### src/rtl/vga_sync_monitor.sv
// Recovers pixel coordinates from an hsync/vsync/blank raster and checks line/frame timing.
// Latency: rx_* one cycle after the sampled pixel; status pulses one cycle after the sync edge.
module vga_sync_monitor #(
   parameter int H_TOTAL         = 800,
   parameter int V_TOTAL         = 525,
   parameter int H_ACTIVE        = 640,
   parameter int V_ACTIVE        = 480,
   parameter bit SYNC_ACTIVE_LOW = 1'b1,
   parameter int LOCK_FRAMES     = 2
) (
   input  logic        clk25,
   input  logic        reset_n,
   input  logic        hs,
   input  logic        vs,
   input  logic        blank,
   output logic [9:0]  rx_x,
   output logic [9:0]  rx_y,
   output logic        rx_valid,
   output logic        locked,
   output logic        frame_done,
   output logic        err,
   output logic [7:0]  err_count,
   output logic [10:0] meas_h_total,
   output logic [10:0] meas_v_total
);

   localparam logic       SYNC_ON = SYNC_ACTIVE_LOW ? 1'b0 : 1'b1;
   localparam logic [10:0] CNT_MAX = 11'h7FF;

   typedef enum logic [1:0] {
      SEARCH  = 2'd0,
      MEASURE = 2'd1,
      LOCKED  = 2'd2
   } state_t;

   state_t      state_q;
   logic        hs_q, vs_q, blank_q;
   logic [10:0] h_cnt_q, h_cnt_d;
   logic [10:0] col_q, col_d;
   logic [10:0] line_cnt_q, line_cnt_d;
   logic [10:0] meas_h_q, meas_h_d;
   logic [10:0] meas_v_q, meas_v_d;
   logic [9:0]  rx_x_q, rx_x_d;
   logic [9:0]  rx_y_q, rx_y_d;
   logic        rx_valid_q, rx_valid_d;
   logic        frame_bad_q, frame_bad_d;
   logic        hs_seen_q, hs_seen_d;
   logic [7:0]  good_cnt_q;
   logic        locked_q, frame_done_q, err_q;
   logic [7:0]  err_count_q;

   logic        hs_lead, vs_lead, blank_rise;
   logic        timeout, y_sat;
   logic        line_err, width_err, ysat_err, bad_now, frame_good;
   logic [10:0] h_len, lines_now, act_now, col_start;

   function automatic logic [7:0] sat_inc8(input logic [7:0] v);
      return (v == 8'hFF) ? 8'hFF : v + 8'd1;
   endfunction

   // Edges compare the live input against its registered copy.
   always_comb begin
      hs_lead    = (hs == SYNC_ON) && (hs_q != SYNC_ON);
      vs_lead    = (vs == SYNC_ON) && (vs_q != SYNC_ON);
      blank_rise = blank && !blank_q;
      timeout    = (h_cnt_q == CNT_MAX);
      h_len      = timeout ? CNT_MAX : h_cnt_q + 11'd1;
      y_sat      = (rx_y_q == 10'h3FF);

      line_err   = hs_lead && hs_seen_q && (state_q != SEARCH) && (h_len != 11'(H_TOTAL));
      width_err  = blank_rise && (col_q != 11'(H_ACTIVE));
      ysat_err   = blank_rise && y_sat;
      bad_now    = frame_bad_q || line_err || width_err || ysat_err;

      // An hs edge or line end landing on the vs edge belongs to the frame that is ending.
      lines_now  = (hs_lead && line_cnt_q != CNT_MAX) ? line_cnt_q + 11'd1 : line_cnt_q;
      act_now    = {1'b0, rx_y_q} + 11'(blank_rise && !y_sat);
      frame_good = !bad_now && (lines_now == 11'(V_TOTAL)) && (act_now == 11'(V_ACTIVE));
   end

   always_comb begin
      h_cnt_d     = hs_lead ? 11'd0 : h_len;
      meas_h_d    = hs_lead ? h_len : meas_h_q;
      hs_seen_d   = (state_q == SEARCH) ? 1'b0 : (hs_seen_q || hs_lead);

      col_start   = (hs_lead || blank_rise) ? 11'd0 : col_q;
      col_d       = col_start;
      rx_x_d      = 10'd0;
      rx_valid_d  = 1'b0;
      if (!blank) begin
         col_d      = (col_start == CNT_MAX) ? CNT_MAX : col_start + 11'd1;
         rx_x_d     = (col_start > 11'd1023) ? 10'h3FF : col_start[9:0];
         rx_valid_d = 1'b1;
      end

      rx_y_d = rx_y_q;
      if (blank_rise && !y_sat) begin
         rx_y_d = rx_y_q + 10'd1;
      end
      if (vs_lead) begin
         rx_y_d = 10'd0;
      end

      line_cnt_d  = vs_lead ? 11'd0 : lines_now;
      meas_v_d    = vs_lead ? lines_now : meas_v_q;
      frame_bad_d = vs_lead ? 1'b0 : bad_now;
   end

   always_ff @(posedge clk25 or negedge reset_n) begin
      if (!reset_n) begin
         hs_q        <= 1'b0;
         vs_q        <= 1'b0;
         blank_q     <= 1'b0;
         h_cnt_q     <= '0;
         col_q       <= '0;
         line_cnt_q  <= '0;
         meas_h_q    <= '0;
         meas_v_q    <= '0;
         rx_x_q      <= '0;
         rx_y_q      <= '0;
         rx_valid_q  <= 1'b0;
         frame_bad_q <= 1'b0;
         hs_seen_q   <= 1'b0;
      end else begin
         hs_q        <= hs;
         vs_q        <= vs;
         blank_q     <= blank;
         h_cnt_q     <= h_cnt_d;
         col_q       <= col_d;
         line_cnt_q  <= line_cnt_d;
         meas_h_q    <= meas_h_d;
         meas_v_q    <= meas_v_d;
         rx_x_q      <= rx_x_d;
         rx_y_q      <= rx_y_d;
         rx_valid_q  <= rx_valid_d;
         frame_bad_q <= frame_bad_d;
         hs_seen_q   <= hs_seen_d;
      end
   end

   // A saturated line counter means hs has vanished; that outranks any vs edge.
   always_ff @(posedge clk25 or negedge reset_n) begin
      if (!reset_n) begin
         state_q      <= SEARCH;
         good_cnt_q   <= '0;
         locked_q     <= 1'b0;
         frame_done_q <= 1'b0;
         err_q        <= 1'b0;
         err_count_q  <= '0;
      end else begin
         frame_done_q <= 1'b0;
         err_q        <= 1'b0;
         case (state_q)
            SEARCH: begin
               if (!timeout && vs_lead) begin
                  state_q    <= MEASURE;
                  good_cnt_q <= '0;
               end
            end
            MEASURE: begin
               if (timeout) begin
                  state_q <= SEARCH;
               end else if (vs_lead) begin
                  frame_done_q <= 1'b1;
                  if (frame_good) begin
                     if (good_cnt_q + 8'd1 >= 8'(LOCK_FRAMES)) begin
                        state_q    <= LOCKED;
                        locked_q   <= 1'b1;
                        good_cnt_q <= '0;
                     end else begin
                        good_cnt_q <= good_cnt_q + 8'd1;
                     end
                  end else begin
                     good_cnt_q <= '0;
                  end
               end
            end
            LOCKED: begin
               if (timeout) begin
                  state_q     <= SEARCH;
                  locked_q    <= 1'b0;
                  err_q       <= 1'b1;
                  err_count_q <= sat_inc8(err_count_q);
               end else if (vs_lead) begin
                  frame_done_q <= 1'b1;
                  if (!frame_good) begin
                     state_q     <= MEASURE;
                     good_cnt_q  <= '0;
                     locked_q    <= 1'b0;
                     err_q       <= 1'b1;
                     err_count_q <= sat_inc8(err_count_q);
                  end
               end
            end
            default: begin
               state_q  <= SEARCH;
               locked_q <= 1'b0;
            end
         endcase
      end
   end

   assign rx_x         = rx_x_q;
   assign rx_y         = rx_y_q;
   assign rx_valid     = rx_valid_q;
   assign locked       = locked_q;
   assign frame_done   = frame_done_q;
   assign err          = err_q;
   assign err_count    = err_count_q;
   assign meas_h_total = meas_h_q;
   assign meas_v_total = meas_v_q;

endmodule

### config.mk
export PLATFORM = sky130hd
export DESIGN_NAME = vga_sync_monitor
export DESIGN_NICKNAME = d
export VERILOG_FILES = /design/src/rtl/vga_sync_monitor.sv
export SDC_FILE = /design/constraint.sdc
export NUM_CORES = 1
export LEC_CHECK = 0
export CAP_MARGIN = 20
export CORE_MARGIN = 2
export CORE_UTILIZATION = 55
export DETAILED_ROUTE_END_ITERATION = 7
export GPL_TIMING_DRIVEN = 1
export PLACE_DENSITY = 0.85
export SLEW_MARGIN = 0
export SYNTH_ARGS = -nofsm -noshare
export SYNTH_HDL_FRONTEND = slang
export SYNTH_SLANG_ARGS = --single-unit
### constraint.sdc
create_clock -name clk25 -period 6 [get_ports clk25]
set_input_delay 1.2 -clock clk25 [delete_from_list [all_inputs] [get_ports clk25]]
set_output_delay 1.2 -clock clk25 [all_outputs]
set_load 0.03 [all_outputs]
After elaboration in Yosys (flattened, before gate mapping)

Cells that the tools add are included.

$add $sub $neg: 7
Magnitude comparators: 2
Equality and inequality tests: 25
Multiplexer cells: 51
Bitwise operators: 3
Reductions and logical operators: 32

Operators by type and width:

| kind                                                              | number |
|---|---|
| 2-to-1 mux 8 bit                                                  | 12 |
| 2-to-1 mux 11 bit                                                 | 7 |
| 2-to-1 mux 10 bit                                                 | 4 |
| adder 11 x 1 -> 11 bit, second input constant                     | 3 |
| case mux 8 bit (3 select lines)                                   | 1 |
| == test 11 bit, second input constant                             | 2 |
| inequality test 11 x 10 -> 1 bit, second input constant           | 2 |
| 2-to-1 mux 1 bit                                                  | 17 |
| adder 8 x 1 -> 8 bit, second input constant                       | 2 |
| 2-to-1 mux 2 bit                                                  | 8 |
| inequality test 2 bit, second input constant                      | 8 |
| inequality test 3 bit, second input constant                      | 5 |
| AND reduction 7 bit                                               | 2 |
| logical AND 1 bit                                                 | 13 |
| adder 10 x 1 -> 11 bit                                            | 1 |
| == test 11 x 10 -> 1 bit, second input constant                   | 1 |
| == test 11 x 9 -> 1 bit, second input constant                    | 1 |
| greater-than comparator 11 x 10 -> 1 bit, second input constant   | 1 |
| inequality test 11 bit, second input constant                     | 1 |
| adder 10 x 1 -> 10 bit, second input constant                     | 1 |
| == test 10 bit, second input constant                             | 1 |
| == test 8 bit, second input constant                              | 1 |
| greater-or-equal comparator 8 x 2 -> 1 bit, second input constant | 1 |
| case mux 2 bit (3 select lines)                                   | 1 |
| other kinds (13)                                                  | 24 |

Register bits after elaboration: 102
Bits of input ports: 5
Word-level logic and storage cells: 139

Longest topological paths before layout

Word-level depth: 15
Mapped depth: 15
Mapped depth without buffers: 14

Worst setup path after synthesis

OpenSTA, ideal clock, no wires.

Path kind: input -> register
From: input blank
To: register err_count_q[6] (netlist: err_count[6])
Library setup time: 0.125 ns
Data arrival time: 4.403 ns
Required time: 5.875 ns
Slack: 1.472 ns
Stages on the path: 12
Path buffers: 0
Cell sequence: or2b_1 a21oi_1 ha_1 ha_1 or4_1 nor4_1 nand3_1 nor4bb_1 nand4bb_1 a21oi_2 or4_1 mux2_2

Longest elaborated chain between the ends: 9
Elaborated cells on any way between the ends: 13

Ends and longest elaborated chain:

| element                                                        | line | text |
|---|---|---|
| start, declared                                                | 15   | `input logic blank,` |
| logical AND 1 bit (*)                                          | 65   | `blank_rise = blank && !blank_q;` |
| branches (longest 5 deep; another with adder 10 x 1 -> 11 bit) | n/a  |  |
| logical AND 1 bit (*)                                          | 78   | `frame_good = !bad_now && (lines_now == 11'(V_TOTAL)) && (act_now == 11'(V_ACTIVE));` |
| inequality test 2 bit (no line) (*)                            | n/a  |  |
| AND reduction 3 bit (no line) (*)                              | n/a  |  |
| end signal, assigned                                           | 183  | `err_count_q <= sat_inc8(err_count_q);` |
| end signal, assigned                                           | 191  | `err_count_q <= sat_inc8(err_count_q);` |
| end, declared                                                  | 50   | `logic [7:0] err_count_q;` |

Mark *: on every way between the ends.
A chain may end at the register's enable or synchronous reset.

Final worst setup path

Ends and elaborated chain as after synthesis.

==> flow_summary.ini <==
[setup_path]
worstPathRequired_ns = 6.26
rr_endpoint = err_count[6]
path_class = input port to flip-flop
arrival_ns = 5.15
r2r_cells = 14
crit_end = err_count[6]
endpoint_kind = flip-flop
path_max_fanout = 7
startpoint = blank
rrSetupSlack_ns = 1.54
cp-start-kind = input port
timing.rr.start = rx_y[3]

[timing]
fin_crit_sh_pct = 81.7
fin_crit_ns = 4.90
worst_slew_pin_slew_ns = 0.890
hold_violations = 0
whs_ns = 0.485
setup_slack_ns = 1.10
finalSetupTns_ns = 0
grt_setup_unrepaired = false
slew_headroom_pct = 40.6
setup_viol = 0
final.setup_skew_ns = 0.0161
max_clock_freq_ghz = 0.204
slew_violations = 0

[yosys]
seq_area_frac_synth_pct = 49.9
yosys-top-cells-area = dfrtp_1, nand2_1, nor2_1, o21ai_0, ha_1
synth_area_sq_um = 5110
syn-mean-instance-area_sq_um = 9.47
synth_top_cell_by_area = dfrtp_1
yosysWarnings = 0
synth_edf_count = 0
async_reset_ff_share_pct = 100
syn-num-nets = 559
yosysTopAreaCellShare_pct = 49.9
synth_seq_cells = 102
synthesis.instances = 540
ys_types = 65
synthFlopType = dfrtp_1

[power]
power_density_nw_per_um2 = 255
p_comb_share_pct = 18.9
seq_power_share_pct = 51.3
switching_share_pct = 30.7
ir_drop_mv = 0.140
p_int_mw = 1.06
p_sw_mw = 0.468
p_leak_nw = 2.60
pwr-share-clk_pct = 29.7

[clock_network]
path_clk_slew_ns = 0.10
post_cts_resize_count = 0
cts_setup_buffers = 0
cts_sinks = 102
cts_tree = built
clock_latency_ns = 0.37
h-tree-depth = 3
numCtsBuffers = 9
clockBufferDepth = 2
hold_buffers = 0
cts-root-buf = clkbuf_8

[route]
via_count = 4246
wl_met2_microns = 5660
wl_met1_microns = 5040
top_layer = met4
first_pass_iters = 6
drc_errors = 0
drt_wl_total_microns = 11500
drtIter0Drc = 254
wl_met3_microns = 569
via_per_inst = 6.00
wire_per_inst_microns = 16.2
final_antenna_net_count = 0

[min_path]
hold_class = flip-flop to flip-flop

[outcome]
status = completed

[cells_and_area]
diodes = 0
fin_area_sq_um = 5970
areaGrowthSynthToFinish_pct = 16.8
stdcell_count = 708
nets = 611
drive_gt1_share_pct = 7.87

[die]
coreArea_sq_um = 9110
dieArea_sq_um = 10100
placementRows = 35
initial_utilization_pct = 56.1
ioPinCount = 59
die_width_microns = 100
die_y_microns = 100

[place]
dp_slack_ns = 0.777
placedInstanceArea_sq_um = 5760
dp_cells = 692
port_buffers = 58
dpl.hpwl_microns = 8160
gp_congestion = 0.864

[global_route]
grt.overflow.total = 0
grt_pass1_vias = 4174
grt_usage_pct = 24.4
grt_pass1_wl_microns = 19700
antenna_found_initial = 0
grt_max_degree = 65

[flow_run]
cap_violations = 0
[metal layers]
layer	global-route usage (%)	vias to the layer above
met5	0	-
met4	9.48	0
met3	4.04	23
met2	40.5	144
met1	32.2	2073
li1	-	2006
[layout make-up]
type / count / area, sq um
flip-flops and latches: 102 / 2550
multi-input cells: 404 / 2400
fillers: 709 / 3140
well taps: 111 / 139
inverters: 11 / 41.3
clock inverters: 6 / 75.1
repair buffers: 64 / 623
clock buffers: 10 / 138
[synth_stat cells (2+ instances only)]
cell        n
o21a_1      7
a311o_1     2
and2_1     12
nand4_1    12
inv_1      11
or2_2       3
nor2b_1     4
a21o_1      4
nor4_1      2
mux2_2      7
nor2_1     61
a21oi_1    27
nand3_1    20
buf_1       2
or4_1       2
a31o_2      2
nand2b_1    4
or3_1       4
nor3b_1     3
xor2_1     11
o21ai_0    42
nand2_1    68
and4_1      4
dfrtp_1   102
a31oi_1    12
and3_1      9
nor4b_1     2
ha_1       14
clkbuf_1   15
buf_6       2
xnor2_1    14
mux2i_1     5
buf_2       2
nor3_1     18
[worst min path at each step]
| stage | startpoint | to | slack [ns] | depth (start not counted) |
|---|---|---|---|---|
| after detailed placement | meas_v_total[8] | meas_v_total[8] | 0.47 | 2 |
| after global placement | meas_h_total[9] | meas_h_total[9] | 0.46 | 2 |
| after CTS | meas_v_total[8] | meas_v_total[8] | 0.49 | 2 |
| after floorplan | hs_seen_q | hs_seen_q | 0.46 | 2 |
| after global routing | meas_h_total[2] | meas_h_total[2] | 0.52 | 2 |
| final | meas_h_total[5] | meas_h_total[5] | 0.48 | 2 |
[through the flow]
stage | power [mW] | utilization (%)
after detailed placement | 1.08 | 63.2
after global routing | 1.60 | 65.6
after CTS | 1.53 | 65.6
after global placement | 1.06 | 63.2
final | 1.52 | 65.6
after floorplan | 0.978 | -
[worst max-delay path, cell delays in order]
cell and delay (ns):
clkdlybuf4s50_1 0.47, or2b_1 0.27, a21oi_1 0.13, buf_4 0.17, ha_1 0.18, ha_1 0.22
or4_1 0.55, nor4_1 0.38, nand3_1 0.12, nor4bb_1 0.27, nand4bb_1 0.32, a21oi_2 0.39
or4_1 0.17, mux2_2 0.32
[power by group through the flow]
stage	clock [mW]	sequential, mW	combinational, mW
global route	0.493	0.790	0.321
global placement	0	0.791	0.274
detailed placement	0	0.794	0.285
floorplan	0	0.827	0.150
finish	0.453	0.783	0.289
CTS	0.464	0.782	0.289
[flip-flops by register name, summed over array words and instances, names as in the netlist]
register,count
locked,1
hs_q,1
rx_x,10
meas_v_total,11
h_cnt_q,11
col_q,11
frame_bad_q,1
line_cnt_q,11
good_cnt_q,8
rx_y,10
hs_seen_q,1
err,1
blank_q,1
rx_valid,1
err_count,8
meas_h_total,11
frame_done,1
vs_q,1
state_q,2
[cells by family (layout without fill, tap and decap cells)]
kind of cell	Yosys count	after routing	synth area share, %
AOI/OAI and AO/OA	110	110	13.0
xor gates and xnor gates	25	25	4.28
adders and majority gates	14	14	3.43
buffers and inverters	34	91	3.04
DFF	102	102	49.9
muxes	12	12	2.52
and+or+nand+nor	243	243	23.7
[layout by cell type, fill, tap and decap left out, types with 2 or more instances in the layout]
cell type	count
mux2i_1	5
ha_1	14
nand2b_1	4
or3_1	4
inv_6	2
nor2_1	61
xnor2_1	14
a311o_1	2
a31o_2	2
or4_1	2
nand4_1	12
xor2_1	11
a21oi_1	27
and2_1	12
nor4_1	2
clkbuf_8	10
o21a_1	7
nor3b_1	3
a31oi_1	12
mux2_2	7
nor4b_1	2
nor3_1	18
o21ai_0	42
nand2_1	68
nand3_1	20
inv_1	11
nor2b_1	4
clkdlybuf4s50_1	57
or2_2	3
dfrtp_1	102
and3_1	9
and4_1	4
a21o_1	4
buf_4	7
Power figures use the tool's default switching activity.
